[config.mk]
export PLATFORM = sky130hd
export DESIGN_NAME = uart_tx_cfg
export DESIGN_NICKNAME = d
export VERILOG_FILES = /design/src/rtl/uart_pkg.sv /design/src/rtl/uart_baud_cnt.sv /design/src/rtl/uart_tx_cfg.sv
export SDC_FILE = /design/constraint.sdc
export NUM_CORES = 1
export LEC_CHECK = 0
export ABC_AREA = 1
export CORE_ASPECT_RATIO = 0.8
export CORE_MARGIN = 4
export CORE_UTILIZATION = 59
export CTS_BUF_LIST = sky130_fd_sc_hd__clkbuf_2
export DETAILED_ROUTE_END_ITERATION = 8
export HOLD_SLACK_MARGIN = 0.1
export PLACE_DENSITY = 0.81
export RECOVER_POWER = 50
export SYNTH_ARGS = -nofsm -noshare
export SYNTH_HDL_FRONTEND = slang
export SYNTH_SLANG_ARGS = --single-unit
[constraint.sdc]
create_clock -name clk -period 1.8 [get_ports clk]
set_clock_uncertainty 0.15 [all_clocks]
set_input_delay 0.36 -clock clk [delete_from_list [all_inputs] [get_ports clk]]
set_output_delay 0.36 -clock clk [all_outputs]
set_load 0.02 [all_outputs]
[src/rtl/uart_pkg.sv]
// uart_pkg: shared UART definitions.
//   uart_state_e  - transmitter state encodings
//   PAR_*         - parity mode constants for the PARITY parameter
//   parity_bit()  - parity of a (zero-extended) data word for a given mode
package uart_pkg;

    typedef enum logic [2:0] {
        IDLE  = 3'd0,
        START = 3'd1,
        DATA  = 3'd2,
        PAR   = 3'd3,
        STOP  = 3'd4
    } uart_state_e;

    localparam int unsigned PAR_NONE = 0;
    localparam int unsigned PAR_ODD  = 1;
    localparam int unsigned PAR_EVEN = 2;

    localparam int unsigned MAX_DATA_W = 9;

    // Zero-extension of the word does not change its XOR, so one width serves all.
    function automatic logic parity_bit(input logic [MAX_DATA_W-1:0] d,
                                        input int unsigned         mode);
        logic x;
        x = ^d;
        case (mode)
            PAR_ODD:  parity_bit = ~x;
            PAR_EVEN: parity_bit = x;
            default:  parity_bit = 1'b0;
        endcase
    endfunction

endpackage

[src/rtl/uart_baud_cnt.sv]
// uart_baud_cnt: bit-period counter, counts 0..DIV-1 and wraps.
//   clk, rst_n - clock, async active-low reset
//   clr        - hold the count at 0
//   tick       - high while the count equals DIV-1 (last cycle of a bit)
module uart_baud_cnt #(
    parameter int unsigned DIV = 2500
) (
    input  logic clk,
    input  logic rst_n,
    input  logic clr,
    output logic tick
);

    localparam int unsigned CNT_W = $clog2(DIV);
    localparam logic [CNT_W-1:0] LAST = CNT_W'(DIV - 1);

    logic [CNT_W-1:0] cnt_q;
    logic [CNT_W-1:0] cnt_d;

    assign tick = (cnt_q == LAST);

    // Next count: clear, wrap at the end of a bit, otherwise increment.
    always_comb begin
        cnt_d = cnt_q + CNT_W'(1);
        if (clr || tick) begin
            cnt_d = '0;
        end
    end

    always_ff @(posedge clk or negedge rst_n) begin
        if (!rst_n) begin
            cnt_q <= '0;
        end else begin
            cnt_q <= cnt_d;
        end
    end

endmodule

[src/rtl/uart_tx_cfg.sv]
// uart_tx_cfg: configurable UART transmitter (start, data LSB first, optional
// parity, 1 or 2 stop bits).
//   clk, rst_n - clock, async active-low reset
//   data_in    - word to send, captured when in_valid && in_ready
//   in_valid   - data_in valid
//   in_ready   - registered, high only in IDLE
//   tx         - registered serial line, idle high
//   busy       - registered, high while a frame is in progress
module uart_tx_cfg
    import uart_pkg::*;
#(
    parameter int unsigned BD_DIVIDER = 2500,
    parameter int unsigned DATA_BITS  = 8,
    parameter int unsigned PARITY     = 0,
    parameter int unsigned STOP_BITS  = 1
) (
    input  logic                 clk,
    input  logic                 rst_n,
    input  logic [DATA_BITS-1:0] data_in,
    input  logic                 in_valid,
    output logic                 in_ready,
    output logic                 tx,
    output logic                 busy
);

    // Parameter legality checks
    if (BD_DIVIDER < 2 || BD_DIVIDER > 65535) begin : g_bad_div
        $error("uart_tx_cfg: BD_DIVIDER out of range 2..65535");
    end
    if (DATA_BITS < 5 || DATA_BITS > 9) begin : g_bad_data
        $error("uart_tx_cfg: DATA_BITS out of range 5..9");
    end
    if (PARITY > 2) begin : g_bad_par
        $error("uart_tx_cfg: PARITY must be 0, 1 or 2");
    end
    if (STOP_BITS < 1 || STOP_BITS > 2) begin : g_bad_stop
        $error("uart_tx_cfg: STOP_BITS must be 1 or 2");
    end

    localparam int unsigned IDX_W = $clog2(DATA_BITS);
    localparam logic [IDX_W-1:0] LAST_IDX = IDX_W'(DATA_BITS - 1);
    localparam logic LAST_STOP = 1'(STOP_BITS - 1);

    uart_state_e          state_q, state_d;
    logic [DATA_BITS-1:0] sh_q, sh_d;
    logic [IDX_W-1:0]     idx_q, idx_d;
    logic                 par_q, par_d;
    logic                 stop_q, stop_d;
    logic                 tx_q, tx_d;
    logic                 rdy_q, rdy_d;
    logic                 busy_q, busy_d;
    logic                 tick;
    logic                 clr;

    // Counter is held at 0 while idle so a new frame starts a full bit period.
    assign clr = (state_q == IDLE);

    uart_baud_cnt #(
        .DIV (BD_DIVIDER)
    ) u_baud (
        .clk   (clk),
        .rst_n (rst_n),
        .clr   (clr),
        .tick  (tick)
    );

    // Next-state, datapath and output values; tx_d is the level for the next bit.
    always_comb begin
        state_d = state_q;
        sh_d    = sh_q;
        idx_d   = idx_q;
        par_d   = par_q;
        stop_d  = stop_q;
        tx_d    = tx_q;

        case (state_q)
            IDLE: begin
                tx_d = 1'b1;
                if (in_valid && rdy_q) begin
                    sh_d    = data_in;
                    par_d   = parity_bit(MAX_DATA_W'(data_in), PARITY);
                    idx_d   = '0;
                    stop_d  = 1'b0;
                    tx_d    = 1'b0;
                    state_d = START;
                end
            end
            START: begin
                if (tick) begin
                    tx_d    = sh_q[0];
                    state_d = DATA;
                end
            end
            DATA: begin
                if (tick) begin
                    if (idx_q == LAST_IDX) begin
                        stop_d = 1'b0;
                        if (PARITY != PAR_NONE) begin
                            tx_d    = par_q;
                            state_d = PAR;
                        end else begin
                            tx_d    = 1'b1;
                            state_d = STOP;
                        end
                    end else begin
                        idx_d = idx_q + IDX_W'(1);
                        sh_d  = sh_q >> 1;
                        tx_d  = sh_q[1];
                    end
                end
            end
            PAR: begin
                if (tick) begin
                    tx_d    = 1'b1;
                    stop_d  = 1'b0;
                    state_d = STOP;
                end
            end
            STOP: begin
                if (tick) begin
                    if (stop_q == LAST_STOP) begin
                        tx_d    = 1'b1;
                        state_d = IDLE;
                    end else begin
                        stop_d = 1'b1;
                    end
                end
            end
            default: begin
                tx_d    = 1'b1;
                state_d = IDLE;
            end
        endcase

        rdy_d  = (state_d == IDLE);
        busy_d = (state_d != IDLE);
    end

    always_ff @(posedge clk or negedge rst_n) begin
        if (!rst_n) begin
            state_q <= IDLE;
            sh_q    <= '0;
            idx_q   <= '0;
            par_q   <= 1'b0;
            stop_q  <= 1'b0;
            tx_q    <= 1'b1;
            rdy_q   <= 1'b0;
            busy_q  <= 1'b0;
        end else begin
            state_q <= state_d;
            sh_q    <= sh_d;
            idx_q   <= idx_d;
            par_q   <= par_d;
            stop_q  <= stop_d;
            tx_q    <= tx_d;
            rdy_q   <= rdy_d;
            busy_q  <= busy_d;
        end
    end

    assign tx       = tx_q;
    assign in_ready = rdy_q;
    assign busy     = busy_q;

endmodule

==> summary.md, run 1 <==
| Metric | Value |
|---|---|
| Power density over the cells | ~530 mW/mm² |
| Vias | 1368 |
| Final-report max-slew violation count | 0 |
| CP arrival | between 1500 and 2000 ps |
| Final hold violation count | 0 |
| Mapped Cells | 181 |
| Met3 Usage GRT | 5.85% |
| Register area share after synthesis | between 40% and 50% |
| CTS Buffer Depth | 2 |
| Static leakage | ~0.92 nW |
| Crit-path slowest cell | dfrtp_1 |
| Initial antenna violation count | 0 |
| Placed insts | 230 |
| Post-Route WL | roughly 3600 µm |
| Routability Congestion | 0.884 |
| Max FO, Critical Path | 7 |
| Layout cell share with drive strength beyond 1 | between 10% and 20% |
| Seq cells post-synth | 29 |
| DR iter-0 viols | 130 |
| Nets | 220 |
| Status | finished, final reports clean |
| # IOs | 14 |
| Yosys top cell area share | 44.6% |
| Ys Warns | 0 |
| Crit Path Class | flip-flop to flip-flop |
| Final setup violation count | 0 |
| Vias in the first global route | 1235 |
| DRT Pass-1 Iters | 4 |
| Area growth syn-to-layout | 19.5% |
| Yosys cell types | 28 |
| CTS tree | done |
| Finished Layout Cells | 243 |
| Final ANT Viol Nets | 0 |
| CP max stage delay | 400 ps |
| CTS buffer count | 5 |
| Synth top area cells | dfrtp_1 45%, nand2_1 11%, nand3_1 4.5% |
| IO Port Bufs | 13 |
| Final core utilization | 75.1% |
| Worst path cell trace | ha_2 -> nand2_1 -> nor2_4 -> nand3_4 -> nand3_1 -> o21ai_0 -> nor2_1 -> nand2_1 |
| Met2 Use GR | 35.6% |
| Post-detailed-route via-to-cell ratio | approximately 5.6 |
| Wirelength per Cell | 14.8 µm |
| Fin crit share | 99.1% |
| Clk root buf | clkbuf_2 |
| Diodes inserted | 0 |
| Worst-skew pair later-pin latency | 360 ps |
| Worst path required time | 1900 ps |
| Die area | 0.00356 mm² |
| Peak VDD IR | 0.378 mV |
| Top Family by Delay on Critical Path | simple AND/OR/NAND/NOR gates |
| CTS Sinks | 29 |
| Total global routing overflow | 0 |
| Initial Utilization | 62.8% |
| Overall power | about 1 mW |
| Most frequently used flop master after synthesis | dfrtp_1 |
| Global Route Usage Sum | 21.4% |
| Max-cap viol count | 0 |
| Hold Crit Class | flip-flop to flip-flop |
| Slew headroom | 51.5% |
| Most frequent CP cell | nand2_1 |
| Fmax | 0.561 GHz |
| Die Span Y | between 50 and 60 µm |
| Clk pin slew, worst setup/hold paths | 140 ps |
| DP Wirelength | 2320 µm |
| Number of synthesized flops with an enable pin | 0 |
| Startpoint class of the critical path | flip-flop |
| Cell Rows | 16 |
| Top-count cell post-synth | nand2_1 |
| Endpoint type of the worst setup path | flip-flop |
| Chip Width | about 66 µm |
| First-pass GRT wire length | 5460 µm |
| Synth top cells by count | 46 x nand2_1, 28 x dfrtp_1, 18 x nor2_1 |
| Cell taking the most area after synthesis | dfrtp_1 |
| Minimum clock period after layout | 1780 ps |
| Syn Nets | 195 |
| M1 GR Usage | 26.5% |
| Hold buffers post-CTS | 0 |
| Fill count | 182 |
| RSZ-0062 raised after global routing | yes |
| Post-Syn Area | 0.00157 mm² |
| Least-Margin Pin Slew | 728 ps |
| Buffers & Inverters on Critical Path | 0 |
| DRC viols | 0 |
| Largest net degree at the start of global routing | 30 |
| H-tree Lvls | 2 |
| Core ar. | roughly 0.0025 mm² |
| GRT Max-Usage Layer | met2 |
| Synth Area per Inst | 8.69 µm² |
| Asr flop ratio synth | 100% |
[layout by cell type, fill, tap and decap left out, types with 6 or more instances in the layout]
cell	instances
nand2_1	45
dfrtp_1	26
inv_1	17
nor2_1	17
nand3_1	14
clkdlybuf4s50_1	9
o21ai_2	8
mux2i_1	6
clkbuf_2	6
[flip-flops by register name (all words and copies together), names as in the netlist]
register      flops
state_q           3
idx_q             3
in_ready          1
u_baud.cnt_q     12
sh_q              8
busy              1
tx                1
[worst paths after layout]
| path | start | slack, ps | end | depth (start not counted) |
|---|---|---|---|---|
| setup / recovery | u_baud.cnt_q[0] | 20 | busy | 8 |
| max in group asynchronous | rst_n | 580 | u_baud.cnt_q[6] | 2 |
| setup reg to reg | u_baud.cnt_q[0] | 20 | busy | 8 |
| min in group asynchronous | rst_n | 410 | in_ready | 2 |
| hold reg to reg | u_baud.cnt_q[0] | 330 | u_baud.cnt_q[0] | 1 |
| hold / removal | u_baud.cnt_q[0] | 330 | u_baud.cnt_q[0] | 1 |
[metrics by stage]
| step | setup slack, ps | setup TNS (ps) | instance area [µm²] | hold slack [ps] |
|---|---|---|---|---|
| 2_1_floorplan | 148 | 0 | 1570 | -85.6 |
| 3_3_place_gp | -66.6 | -667 | 1740 | 298 |
| 3_5_place_dp | -151 | -1250 | 1740 | 313 |
| 4_1_cts | -8.19 | -8.19 | 1790 | 218 |
| 5_1_grt | -49.6 | -85.3 | 1880 | 352 |
| 6_report | 15.9 | 0 | 1880 | 330 |
[routing by layer]
metal / wire length [µm] / part of all wire, %
met4: 87 / 2.4
met5: 0 / 0
met1: 1540 / 43
met3: 229 / 6.4
met2: 1750 / 49
[power breakdown]
part	leakage (nW)	total, mW	switching, mW	internal [mW]
Combinational	0.519	0.0429	0.0207	0.0223
Clock	0.0278	0.306	0.221	0.0847
Sequential	0.375	0.652	0	0.652
Total	0.922	1.00	0.242	0.759
[what timing repair did]
| item | in CTS | in global routing |
|---|---|---|
| endpoints found under the setup margin | 10 | 26 |
| pin swaps | 0 | 2 |
| cloned | 1 | 2 |
| gates resized for setup | 4 | 12 |
| buffers inserted | 0 | 2 |
[kinds of logic after synthesis]
group,count (synthesis),synth area share [%]
xor+xnor,2,1.11
fa+ha+maj,3,2.39
compound gates,20,9.15
flops,29,46.2
simple gates,98,30.2
buf+inv,23,7.16
mux,6,3.82
[final cells by class]
class,count,area [µm²],area share [%]
clock buffers,5,25.0,1.33
clock inverters,3,12.5,0.666
inverters,20,85.1,4.53
multi-input cells,132,807,42.9
flip-flops and latches,29,729,38.8
well taps,36,45.0,2.40
repair buffers,18,175,9.32
Note: power is estimated with default switching activity, not from simulation.
==> run 2, diff against run 1 <==
--- a/config.mk
+++ b/config.mk
@@ -5,10 +5,9 @@
 export SDC_FILE = /design/constraint.sdc
 export NUM_CORES = 1
 export LEC_CHECK = 0
-export ABC_AREA = 1
 export CORE_ASPECT_RATIO = 0.8
 export CORE_MARGIN = 4
-export CORE_UTILIZATION = 59
+export CORE_UTILIZATION = 58
 export CTS_BUF_LIST = sky130_fd_sc_hd__clkbuf_2
 export DETAILED_ROUTE_END_ITERATION = 8
 export HOLD_SLACK_MARGIN = 0.1
==> run 2 against run 1 <==
Final area fell by 3.3%. Critical endpoint is now sh_q[3]. Sequential share of layout area up 1.2 points. Area after synthesis down 6.1%. Die area fell by 3.9%.
==> summary.md, run 2 <==
| Metric | Value |
|---|---|
| Status | finished, final reports clean |
| Switching power | 0.226 mW (-6.6%) |
| Max-cap viol count | 0 (unchanged) |
| Yosys top cell area share | 47.5% (+2.9 points) |
| Vias | 1125 (-18%) |
| DR iter-0 viols | 43 (-67%) |
| Syn Nets | 147 (-25%) |
| RSZ-0062 raised after global routing | yes |
| Cell Rows | 16 (unchanged) |
| Worst hold margin | 406 ps (+75.8 ps) |
| Least-Margin Pin Slew | 690 ps (-37.7 ps) |
| Worst-skew pair later-pin latency | 340 ps (-20 ps) |
| Synth Area per Inst | 11.1 µm² (+28%) |
| Worst path required time | 1890 ps (about the same) |
| Die Span Y | 53.1 µm (-1.9%) |
| CTS buffer count | 5 (unchanged) |
| Layout cell share with drive strength beyond 1 | 22.4% (+2.6 points) |
| IO Port Bufs | 13 (unchanged) |
| Reg2Reg Setup Slack | 40 ps (+20 ps) |
| Seq pwr share | 66.3% (+1.2 points) |
| Commonest non-fill, non-tap cells in the layout | 28 x dfrtp_1, 16 x buf_4, 14 x nor2_1, 9 x xor2_1, 9 x clkdlybuf4s50_1 |
| Hold buffers post-CTS | 0 (unchanged) |
| Die area | 0.00342 mm² (-3.9%) |
| Ys Warns | 0 (unchanged) |
| Static leakage | 0.786 nW (-15%) |
| Comb pwr share | 3.6% (-0.7 points) |
| Register area share after synthesis | 49.2% (+3.0 points) |
| Startpoint class of the critical path | flip-flop |
| CTS Buffer Depth | 2 (unchanged) |
| Number of synthesized flops with an enable pin | 0 (unchanged) |
| Minimum clock period after layout | 1760 ps (-23.8 ps) |
| Overall power | 0.983 mW (-1.8%) |
| Post-Syn Area | 0.00148 mm² (-6.1%) |
| DRC viols | 0 (unchanged) |
| Final ANT Viol Nets | 0 (unchanged) |
| Largest net degree at the start of global routing | 30 (unchanged) |
| RR Startpoint | idx_q[0] |
| Chip Width | 64.4 µm (-2.0%) |
| Placed cell areas | 0.00171 mm² (-2.0%) |
| Max FFs per register | 12 (unchanged) |
| Post-Route WL | 2900 µm (-20%) |
| Routability Congestion | 0.847 (-4.3%) |
| Initial antenna violation count | 0 (unchanged) |
| Final hold violation count | 0 (unchanged) |
| Clk root buf | clkbuf_2 |
| Area growth syn-to-layout | 23.1% |
| Multi-input gate area | 718 µm² (-11%) |
| CP arrival | 1850 ps (-40 ps) |
| Cell taking the most area after synthesis | dfrtp_1 |
| Synth top cells by count | 28 x dfrtp_1, 14 x nor2_1, 9 x xor2_1 |
| DP Wirelength | 2090 µm (-9.9%) |
| Commonest non-fill, non-tap cell in the layout | dfrtp_1 |
| CTS tree | done |
| Top-count cell post-synth | dfrtp_1 |
| Max FO, Critical Path | 10 (+3) |
| # IOs | 14 (unchanged) |
| First-pass GRT wire length | 4870 µm (-11%) |
| Crit Path Class | flip-flop to flip-flop |
| Hold Crit Class | input pin to asynchronous set/reset pin |
| Asr flop ratio synth | 100% (unchanged) |
| Yosys cell types | 36 (+29%) |
| Final-report max-slew violation count | 0 (unchanged) |
| Post-detailed-route via-to-cell ratio | 5.60 (-0.58%) |
| Reg area | 727 µm² (-0.34%) |
| Peak VDD IR | 0.386 mV (+2.1%) |
| Final setup TNS | 0 ps (unchanged) |
| DRT Pass-1 Iters | 4 (unchanged) |
| Nets | 178 (-19%) |
| Wirelength per Cell | 14.4 µm (-2.7%) |
| Biggest register | u_baud.cnt_q |
| Initial Utilization | 60.5% (-2.4 points) |
| Fin crit share | 97.8% (-1.3 points) |
| Synth top area cells | dfrtp_1 47%, o221a_1 5.3%, xor2_1 5.3% |
| Fmax | 0.568 GHz (+1.4%) |
| End of the worst register-to-register path | sh_q[3] |
| Seq cells post-synth | 29 (unchanged) |
| Total global routing overflow | 0 (unchanged) |
| Cells on worst reg2reg path | 6 (-2) |
| Endpoint type of the worst setup path | flip-flop |
| Fill count | 181 (-0.55%) |
| Core ar. | 0.00244 mm² (-2.4%) |
| Final setup violation count | 0 (unchanged) |
| Vias in the first global route | 1056 (-14%) |
| Global Route Usage Sum | 19.3% (-2.1 points) |
| Final non-filler cell area | 0.00182 mm² (-3.3%) |
| Clk pin slew, worst setup/hold paths | 150 ps (about the same) |
| Internal | 0.757 mW (-0.21%) |
| Most frequently used flop master after synthesis | dfrtp_1 |
| Power density over the cells | 541 mW/mm² (+1.6%) |
| Clock power share | 30.1% (-0.5 points) |
| Mapped Cells | 133 (-27%) |
| H-tree Lvls | 2 (unchanged) |
| Biggest regs | u_baud.cnt_q x12, sh_q x8 |
| Slew headroom | 54.0% (+2.5 points) |
| CTS Sinks | 29 (unchanged) |
| Sw Share | 23.0% (-1.2 points) |
| Diodes inserted | 0 (unchanged) |
## run 2: cell count changes after synthesis, sizes merged, moves of 6 or more
cell   previous run  this run
nor2             20        14
or2b              0         7
nand3            17         8
o221a             0         7
nand2            48         4
xor2              1         9
inv              20         6
o21ai            14         4
## run 2: per-layer routing
layer  up-vias  global-route usage, %  part of all wire, %
met5         -                      0                    0
met4         0                   5.26                 0.28
met3         2                   7.01                  4.9
met2        26                   31.8                   50
met1       555                   24.0                   45
li1        542                      -                    -
## run 2: logic make-up (layout without fill, tap and decap cells)
logic type / count (synthesis) / after routing / synth area share, %
mux: 1 / 1 / 0.678
buf+inv: 14 / 45 / 5.85
compound gates: 22 / 22 / 11.6
flops: 29 / 29 / 49.2
simple gates: 54 / 55 / 24.2
fa+ha+maj: 3 / 3 / 2.54
xor+xnor: 10 / 10 / 5.93
## run 2: stage by stage
step / std cells / setup WS, ps / util [%]
global route: 201 / -70.1 / 74.4
finish: 201 / 39.7 / 74.4
CTS: 200 / 6.58 / 72.5
floorplan: 133 / 1.91 / -
detailed placement: 190 / -105 / 69.9
global placement: 190 / -26.8 / 69.9
## run 2: critical path, stage by stage (launching register included)
cell and delay, ps:
dfrtp_1 410, ha_2 200, ha_4 150, nor4b_2 200, nand4_1 130, buf_6 170, o221a_1 250
## run 2: timing repair
item,4_1_cts,5_1_grt
resized for setup,5,7
cloned,1,0
buffers inserted,1,1
pin swaps,0,2
endpoints found under the setup margin,13,24
## run 2: layout make-up
class	instances	share of cell area [%]
Timing Repair Buffer	31	14.7
Tap cell	36	2.48
Clock buffer	5	1.38
Inverter	6	1.24
Multi-Input combinational cell	91	39.5
Clock inverter	3	0.689
Sequential cell	29	40.0
## run 2: worst max-delay path by stage
| stage | start | end | slack [ps] | depth (start not counted) |
|---|---|---|---|---|
| 5_1_grt | idx_q[1] | sh_q[2] | -70 | 7 |
| 3_3_place_gp | idx_q[0] | sh_q[1] | -30 | 7 |
| 3_5_place_dp | idx_q[0] | sh_q[3] | -100 | 7 |
| 2_1_floorplan | idx_q[0] | sh_q[0] | 2 | 6 |
| 6_report | idx_q[0] | sh_q[3] | 40 | 6 |
| 4_1_cts | busy | busy | 7 | 1 |
## run 2: power by group through the flow
stage	Combinational (mW)	Clock, mW	Sequential [mW]
2_1_floorplan	0.0000951	0	0.664
4_1_cts	0.0375	0.306	0.652
3_5_place_dp	0.0374	0	0.664
5_1_grt	0.0395	0.341	0.652
3_3_place_gp	0.0366	0	0.664
6_report	0.0350	0.296	0.652
==> run 3, diff against run 2 <==
--- a/config.mk
+++ b/config.mk
@@ -7,7 +7,7 @@
 export LEC_CHECK = 0
 export CORE_ASPECT_RATIO = 0.8
 export CORE_MARGIN = 4
-export CORE_UTILIZATION = 58
+export CORE_UTILIZATION = 59
 export CTS_BUF_LIST = sky130_fd_sc_hd__clkbuf_2
 export DETAILED_ROUTE_END_ITERATION = 8
 export HOLD_SLACK_MARGIN = 0.1
@@ -15,4 +15,5 @@
 export RECOVER_POWER = 50
 export SYNTH_ARGS = -nofsm -noshare
 export SYNTH_HDL_FRONTEND = slang
+export SYNTH_HIERARCHICAL = 1
 export SYNTH_SLANG_ARGS = --single-unit
==> run 3 against run 2 <==
The flow now finishes with violations (negative setup slack). Total power up 8.9%. Largest cell class is now multi-input gates. Clock power grew 17%. Die area grew 3.1%. Sequential share of layout area is 4.7 points lower. Fmax shrank 23%.
==> summary.md, run 3 <==
| Metric | Value |
|---|---|
| Initial antenna violation count | 0 (unchanged) |
| Die area | 0.00353 mm² (+3.1%) |
| Fill count | 138 (-24%) |
| Fin crit share | 128% (+30 points) |
| Fmax | 0.435 GHz (-23%) |
| Number of synthesized flops with an enable pin | 0 (unchanged) |
| Wirelength per Cell | 17.1 µm (+19%) |
| End of the worst register-to-register path | sh_q[4] |
| Nets | 190 (+6.7%) |
| Biggest regs | u_baud/cnt_q x12, sh_q x8 |
| Cell taking the most area after synthesis | dfrtp_1 |
| Worst hold margin | 155 ps (-251 ps) |
| CTS buffer count | 5 (unchanged) |
| DP Wirelength | 2170 µm (+4.0%) |
| Met2 Use GR | 36.8% (+5.0 points) |
| Setup Slack @ Placement | -490 ps (-385 ps) |
| Clock power share | 32.3% (+2.2 points) |
| Startpoint class of the critical path | flip-flop |
| Commonest non-fill, non-tap cells in the layout | 28 x dfrtp_1, 21 x buf_4, 10 x mux2_4, 9 x clkbuf_2, 9 x clkdlybuf4s50_1 |
| Diodes inserted | 0 (unchanged) |
| Hold Crit Class | input pin to asynchronous set/reset pin |
| Biggest register | u_baud/cnt_q |
| Max FFs per register | 12 (unchanged) |
| Register area share after synthesis | 46.7% (-2.5 points) |
| Worst-skew pair later-pin latency | 400 ps (+60 ps) |
| Comb pwr share | 5.4% (+1.8 points) |
| Least-Margin Pin Slew | 532 ps (-158 ps) |
| Slew headroom | 64.5% (+11 points) |
| Total global routing overflow | 0 (unchanged) |
| Commonest non-fill, non-tap cell in the layout | dfrtp_1 |
| M1 GR Usage | 27.3% (+3.3 points) |
| Yosys top cell area share | 45.1% (-2.4 points) |
| Met3 Usage GRT | 8.56% (+1.6 points) |
| Clk root buf | clkbuf_2 |
| Largest net degree at the start of global routing | 23 (-23%) |
| Vias in the first global route | 1184 (+12%) |
| Clk pin slew, worst setup/hold paths | 140 ps (about the same) |
| Max-cap viol count | 0 (unchanged) |
| Post-Syn Area | 0.00156 mm² (+5.3%) |
| Seq pwr share | 62.3% (-4.0 points) |
| Area growth syn-to-layout | 32.4% |
| Final worst slack | -499 ps (-539 ps) |
| Initial Utilization | 62.7% (+2.2 points) |
| Switching power | 0.259 mW (+15%) |
| Routability Congestion | 0.873 (+3.2%) |
| CTS Sinks | 29 (unchanged) |
| Mapped Cells | 134 (+0.75%) |
| GRT Max-Usage Layer | met2 |
| Most frequently used flop master after synthesis | dfrtp_1 |
| Multi-input gate area | 872 µm² (+21%) |
| Cell Rows | 16 (unchanged) |
| Cells on worst reg2reg path | 6 (unchanged) |
| Synth top area cells | dfrtp_1 45%, mux2_4 7.7%, mux2_1 4.3% |
| Peak VDD IR | 0.407 mV (+5.4%) |
| Chip Width | 65.4 µm (+1.5%) |
| # IOs | 14 (unchanged) |
| Reg2Reg Setup Slack | -500 ps (-540 ps) |
| DRT Pass-1 Iters | 4 (unchanged) |
| RR Startpoint | u_baud/cnt_q[5] |
| Post-Route WL | 3630 µm (+25%) |
| Internal | 0.811 mW (+7.1%) |
| RSZ-0062 raised after global routing | yes |
| Seq cells post-synth | 29 (unchanged) |
| DRC viols | 0 (unchanged) |
| Synth top cells by count | 28 x dfrtp_1, 14 x nor2_1, 8 x mux2_4, 8 x nand2_1 |
| H-tree Lvls | 2 (unchanged) |
| Synth Area per Inst | 11.6 µm² (+4.6%) |
| IO Port Bufs | 13 (unchanged) |
| Final core utilization | 83.0% (+8.6 points) |
| Asr flop ratio synth | 100% (unchanged) |
| Vias | 1193 (+6.0%) |
| Max FO, Critical Path | 10 (unchanged) |
| Final hold violation count | 0 (unchanged) |
| First-pass GRT wire length | 5540 µm (+14%) |
| DR iter-0 viols | 79 (+84%) |
| Failing checks | negative setup slack |
| CP arrival | 2420 ps (+570 ps) |
| Power density over the cells | 520 mW/mm² (-3.9%) |
| Status | finished, violations left |
| Yosys cell types | 39 (+8.3%) |
| Global Route Usage Sum | 22.3% (+3.0 points) |
| Core ar. | 0.00248 mm² (+1.6%) |
| Sw Share | 24.2% (+1.3 points) |
| Top-count cell post-synth | dfrtp_1 |
| Crit Path Class | flip-flop to flip-flop |
| Final setup violation count | 29 (+29) |
| Static leakage | 0.908 nW (+16%) |
| Minimum clock period after layout | 2300 ps (+539 ps) |
| Syn Nets | 149 (+1.4%) |
| Final ANT Viol Nets | 0 (unchanged) |
| CTS Buffer Depth | 2 (unchanged) |
| CTS tree | done |
| Die Span Y | 53.9 µm (+1.5%) |
| Reg area | 727 µm² (unchanged) |
| Overall power | 1.07 mW (+8.9%) |
| Endpoint type of the worst setup path | flip-flop |
| Worst path required time | 1920 ps (+30 ps) |
| Ys Warns | 6 (+6) |
| Final-report max-slew violation count | 0 (unchanged) |
| Layout cell share with drive strength beyond 1 | 40.3% (+18 points) |
| Post-detailed-route via-to-cell ratio | 5.63 (+0.54%) |
[run 3: critical path, stage by stage (launching register included)]
cell	delay (ps)
dfrtp_1	400
or4_4	550
nor3_4	230
nor2b_4	70
a2111oi_4	290
buf_12	200
mux2_4	300
[run 3: per-stage QoR]
| step | setup TNS [ps] | std cells | cell area (µm²) |
|---|---|---|---|
| after floorplan | -5820 | 134 | 1570 |
| after global placement | -5290 | 200 | 1890 |
| after detailed placement | -6890 | 200 | 1890 |
| after CTS | -6450 | 209 | 1940 |
| after global routing | -9220 | 212 | 2060 |
| final | -7890 | 212 | 2060 |
[run 3: worst max-delay path by stage]
stage	depth (start not counted)	to	from
3_3_place_gp	6	idx_q[0]	u_baud/cnt_q[5]
4_1_cts	6	idx_q[0]	u_baud/cnt_q[5]
2_1_floorplan	6	sh_q[0]	u_baud/cnt_q[5]
5_1_grt	6	sh_q[0]	idx_q[1]
6_report	6	sh_q[4]	u_baud/cnt_q[5]
3_5_place_dp	6	idx_q[0]	u_baud/cnt_q[5]
[run 3: what timing repair did]
item	in CTS	in global routing
cloned	1	0
resized for setup	5	30
setup buffers	0	3
pin swaps	1	17
setup endpoints to repair	32	30
hold buffers	0	0
[run 3: layout make-up]
| class | instances | area share (%) |
|---|---|---|
| sequential | 29 | 35.3 |
| inverter | 5 | 0.911 |
| multi-input combinational | 95 | 42.3 |
| tap | 36 | 2.19 |
| timing repair buffer | 39 | 17.3 |
| clock buffer | 8 | 1.94 |
[run 3: kinds of logic after synthesis]
family / Yosys count / synth area share, %
adders and majority gates: 4 / 3.22
DFF: 29 / 46.7
AOI/OAI and AO/OA: 10 / 5.47
xor gates and xnor gates: 11 / 6.19
buffers and inverters: 11 / 4.26
muxes: 19 / 15.5
and+or+nand+nor: 50 / 18.6
[run 3: layer usage]
layer / wire length (µm) / up-vias / part of all wire [%]
met3: 253 / 15 / 7.0
met1: 1480 / 580 / 41
met2: 1720 / 49 / 47
met4: 173 / 0 / 4.8
li1: - / 549 / -
met5: 0 / - / 0
[run 3: power groups by stage]
stage	Sequential (mW)	Combinational [mW]	Clock (mW)
final	0.667	0.0577	0.346
after global routing	0.668	0.0639	0.377
after CTS	0.667	0.0636	0.343
after detailed placement	0.678	0.0637	0
after global placement	0.678	0.0608	0
after floorplan	0.677	0.0203	0
==> edit: new RTL, config.mk and constraints of run 1 <==
Take the reset off `sh_q` and load it in a clocked block of its own.
--- a/src/rtl/uart_tx_cfg.sv
+++ b/src/rtl/uart_tx_cfg.sv
@@ -140,5 +140,4 @@
         if (!rst_n) begin
             state_q <= IDLE;
-            sh_q    <= '0;
             idx_q   <= '0;
             par_q   <= 1'b0;
@@ -149,5 +148,4 @@
         end else begin
             state_q <= state_d;
-            sh_q    <= sh_d;
             idx_q   <= idx_d;
             par_q   <= par_d;
@@ -159,4 +157,8 @@
     end
 
+    always_ff @(posedge clk) begin
+        sh_q <= sh_d;
+    end
+
     assign tx       = tx_q;
     assign in_ready = rdy_q;
Function: no difference found for any inputs over 10 cycles, from zero or initial values and one cycle with rst_n low; that may be too few to reach the edited logic, so the function may still have changed.
==> edit against run 1 <==
- area after synthesis shrank 6.2%
- combinational power shrank 9.3%
- design area shrank 3.8%
- worst setup slack gained 0.036 ns
- cell count grew 2.5%
- sequential cell count is the same
- total power grew 4.4%
- wire length shrank 16%
- critical path type unchanged
==> edit: results (changes against run 1) <==
| Metric | Value |
|---|---|
| Number of synthesized flops with an enable pin | `8 (was 0)` |
| GRT met1 Usage | `0.244 (was 0.265)` |
| Finished Layout Cells | `249 (was 243)` |
| Post-synth ARST share | `0.724 (was 1.00)` |
| HPWL Detailed | `2.24 mm (was 2.32 mm)` |
| Netlist cell types | `25 (was 28)` |
| CP max FO | `8 (was 7)` |
| Signal buf overhead | `0.131 (was 0.0932)` |
| Met2 WL | `1.46 mm (was 1.75 mm)` |
| # nets final | `228 (was 220)` |
| Worst vdd ir | `430 uV (was 378 uV)` |
| M2 GR Usage | `0.369 (was 0.356)` |
| Crit Reg-Reg Endpoint | `sh_q[2]$_DFFE_PP_ (was busy$_DFF_PN0_)` |
| Crit path from | `idx_q[0]$_DFFE_PN0P_ (was u_baud.cnt_q[0]$_DFF_PN0_)` |
| Post-DP Area | `1730 um2 (was 1740 um2)` |
| Fillers | `164 (was 182)` |
| Run status | `finished clean (unchanged)` |
| Setup ws final | `0.0520 ns (was 0.0159 ns)` |
| Met3 WL | `153 um (was 229 um)` |
| Vias in the first global route | `1247 (was 1235)` |
| Crit path max-delay family | `flip-flops (was simple AND/OR/NAND/NOR gates)` |
| Area of the multi-input gates | `641 um2 (was 807 um2)` |
| Synth cell count leaders | `nand2_1, nor2_1, dfrtp_1 (was nand2_1, dfrtp_1, nor2_1)` |
| Mapped Area | `1480 um2 (was 1570 um2)` |
| Worst R2R Path Depth | `7 (was 8)` |
| Crit-path max cell delay | `0.43 ns (was 0.40 ns)` |
| Met1 wire length | `1.36 mm (was 1.54 mm)` |
| Placed cells | `239 (was 230)` |
| Static Leak | `0.905 nW (was 0.922 nW)` |
| Via density | `5.05 (was 5.63)` |
| Overall Global Routing Usage | `0.212 (was 0.214)` |
| Data arrival, critical path | `1.68 ns (was 1.89 ns)` |
| Tightest Pin Transition | `1.10 ns (was 0.728 ns)` |
## edit: changes by cell type in the layout (fill, tap and decap cells not counted), sizes merged, moves of 3 or more
cell,change
buf,+10
dfrtp,-8
edfxtp,+8
mux2i,-6
nand2,+12
nand3,-8
nand4,-5
nor2,+5
nor3,+3
o21ai,-8
## edit: logic make-up after synthesis
kind of cell | synth area share
flops | 0.520
compound gates | 0.0390
fa+ha+maj | 0.0254
simple gates | 0.333
xor+xnor | 0.0178
buf+inv | 0.0645
## edit: timing repair
item	in CTS	in global routing
pin swaps	0	1
resized for setup	4	7
endpoints found under the setup margin	11	12
setup buffers	0	2
## edit: worst register-to-register path, stage by stage (launching register included)
cell and delay [ns]:
dfrtp_1 0.43, ha_2 0.19, ha_1 0.19, nand2_1 0.10
nand2_2 0.07, inv_2 0.07, nand3_4 0.09, clkinvlp_4 0.18
## edit: how the worst min path moves through the flow
| stage | start | end | slack [ns] | cells after the start |
|---|---|---|---|---|
| 4_1_cts | rst_n | idx_q[2]$_DFFE_PN0P_ | 0.18 | 2 |
| 5_1_grt | tx$_DFFE_PN1P_ | tx$_DFFE_PN1P_ | 0.38 | 2 |
| 6_report | u_baud.cnt_q[10]$_DFF_PN0_ | u_baud.cnt_q[10]$_DFF_PN0_ | 0.36 | 1 |
| 2_1_floorplan | rst_n | busy$_DFF_PN0_ | -0.09 | 0 |
| 3_3_place_gp | u_baud.cnt_q[0]$_DFF_PN0_ | u_baud.cnt_q[0]$_DFF_PN0_ | 0.30 | 1 |
| 3_5_place_dp | u_baud.cnt_q[0]$_DFF_PN0_ | u_baud.cnt_q[0]$_DFF_PN0_ | 0.31 | 1 |
## edit: report_power, final
group	total, mW	switching, mW	internal, mW
logic	0.0389	0.0163	0.0226
registers	0.677	0	0.677
clock network	0.329	0.225	0.104
total	1.04	0.241	0.803
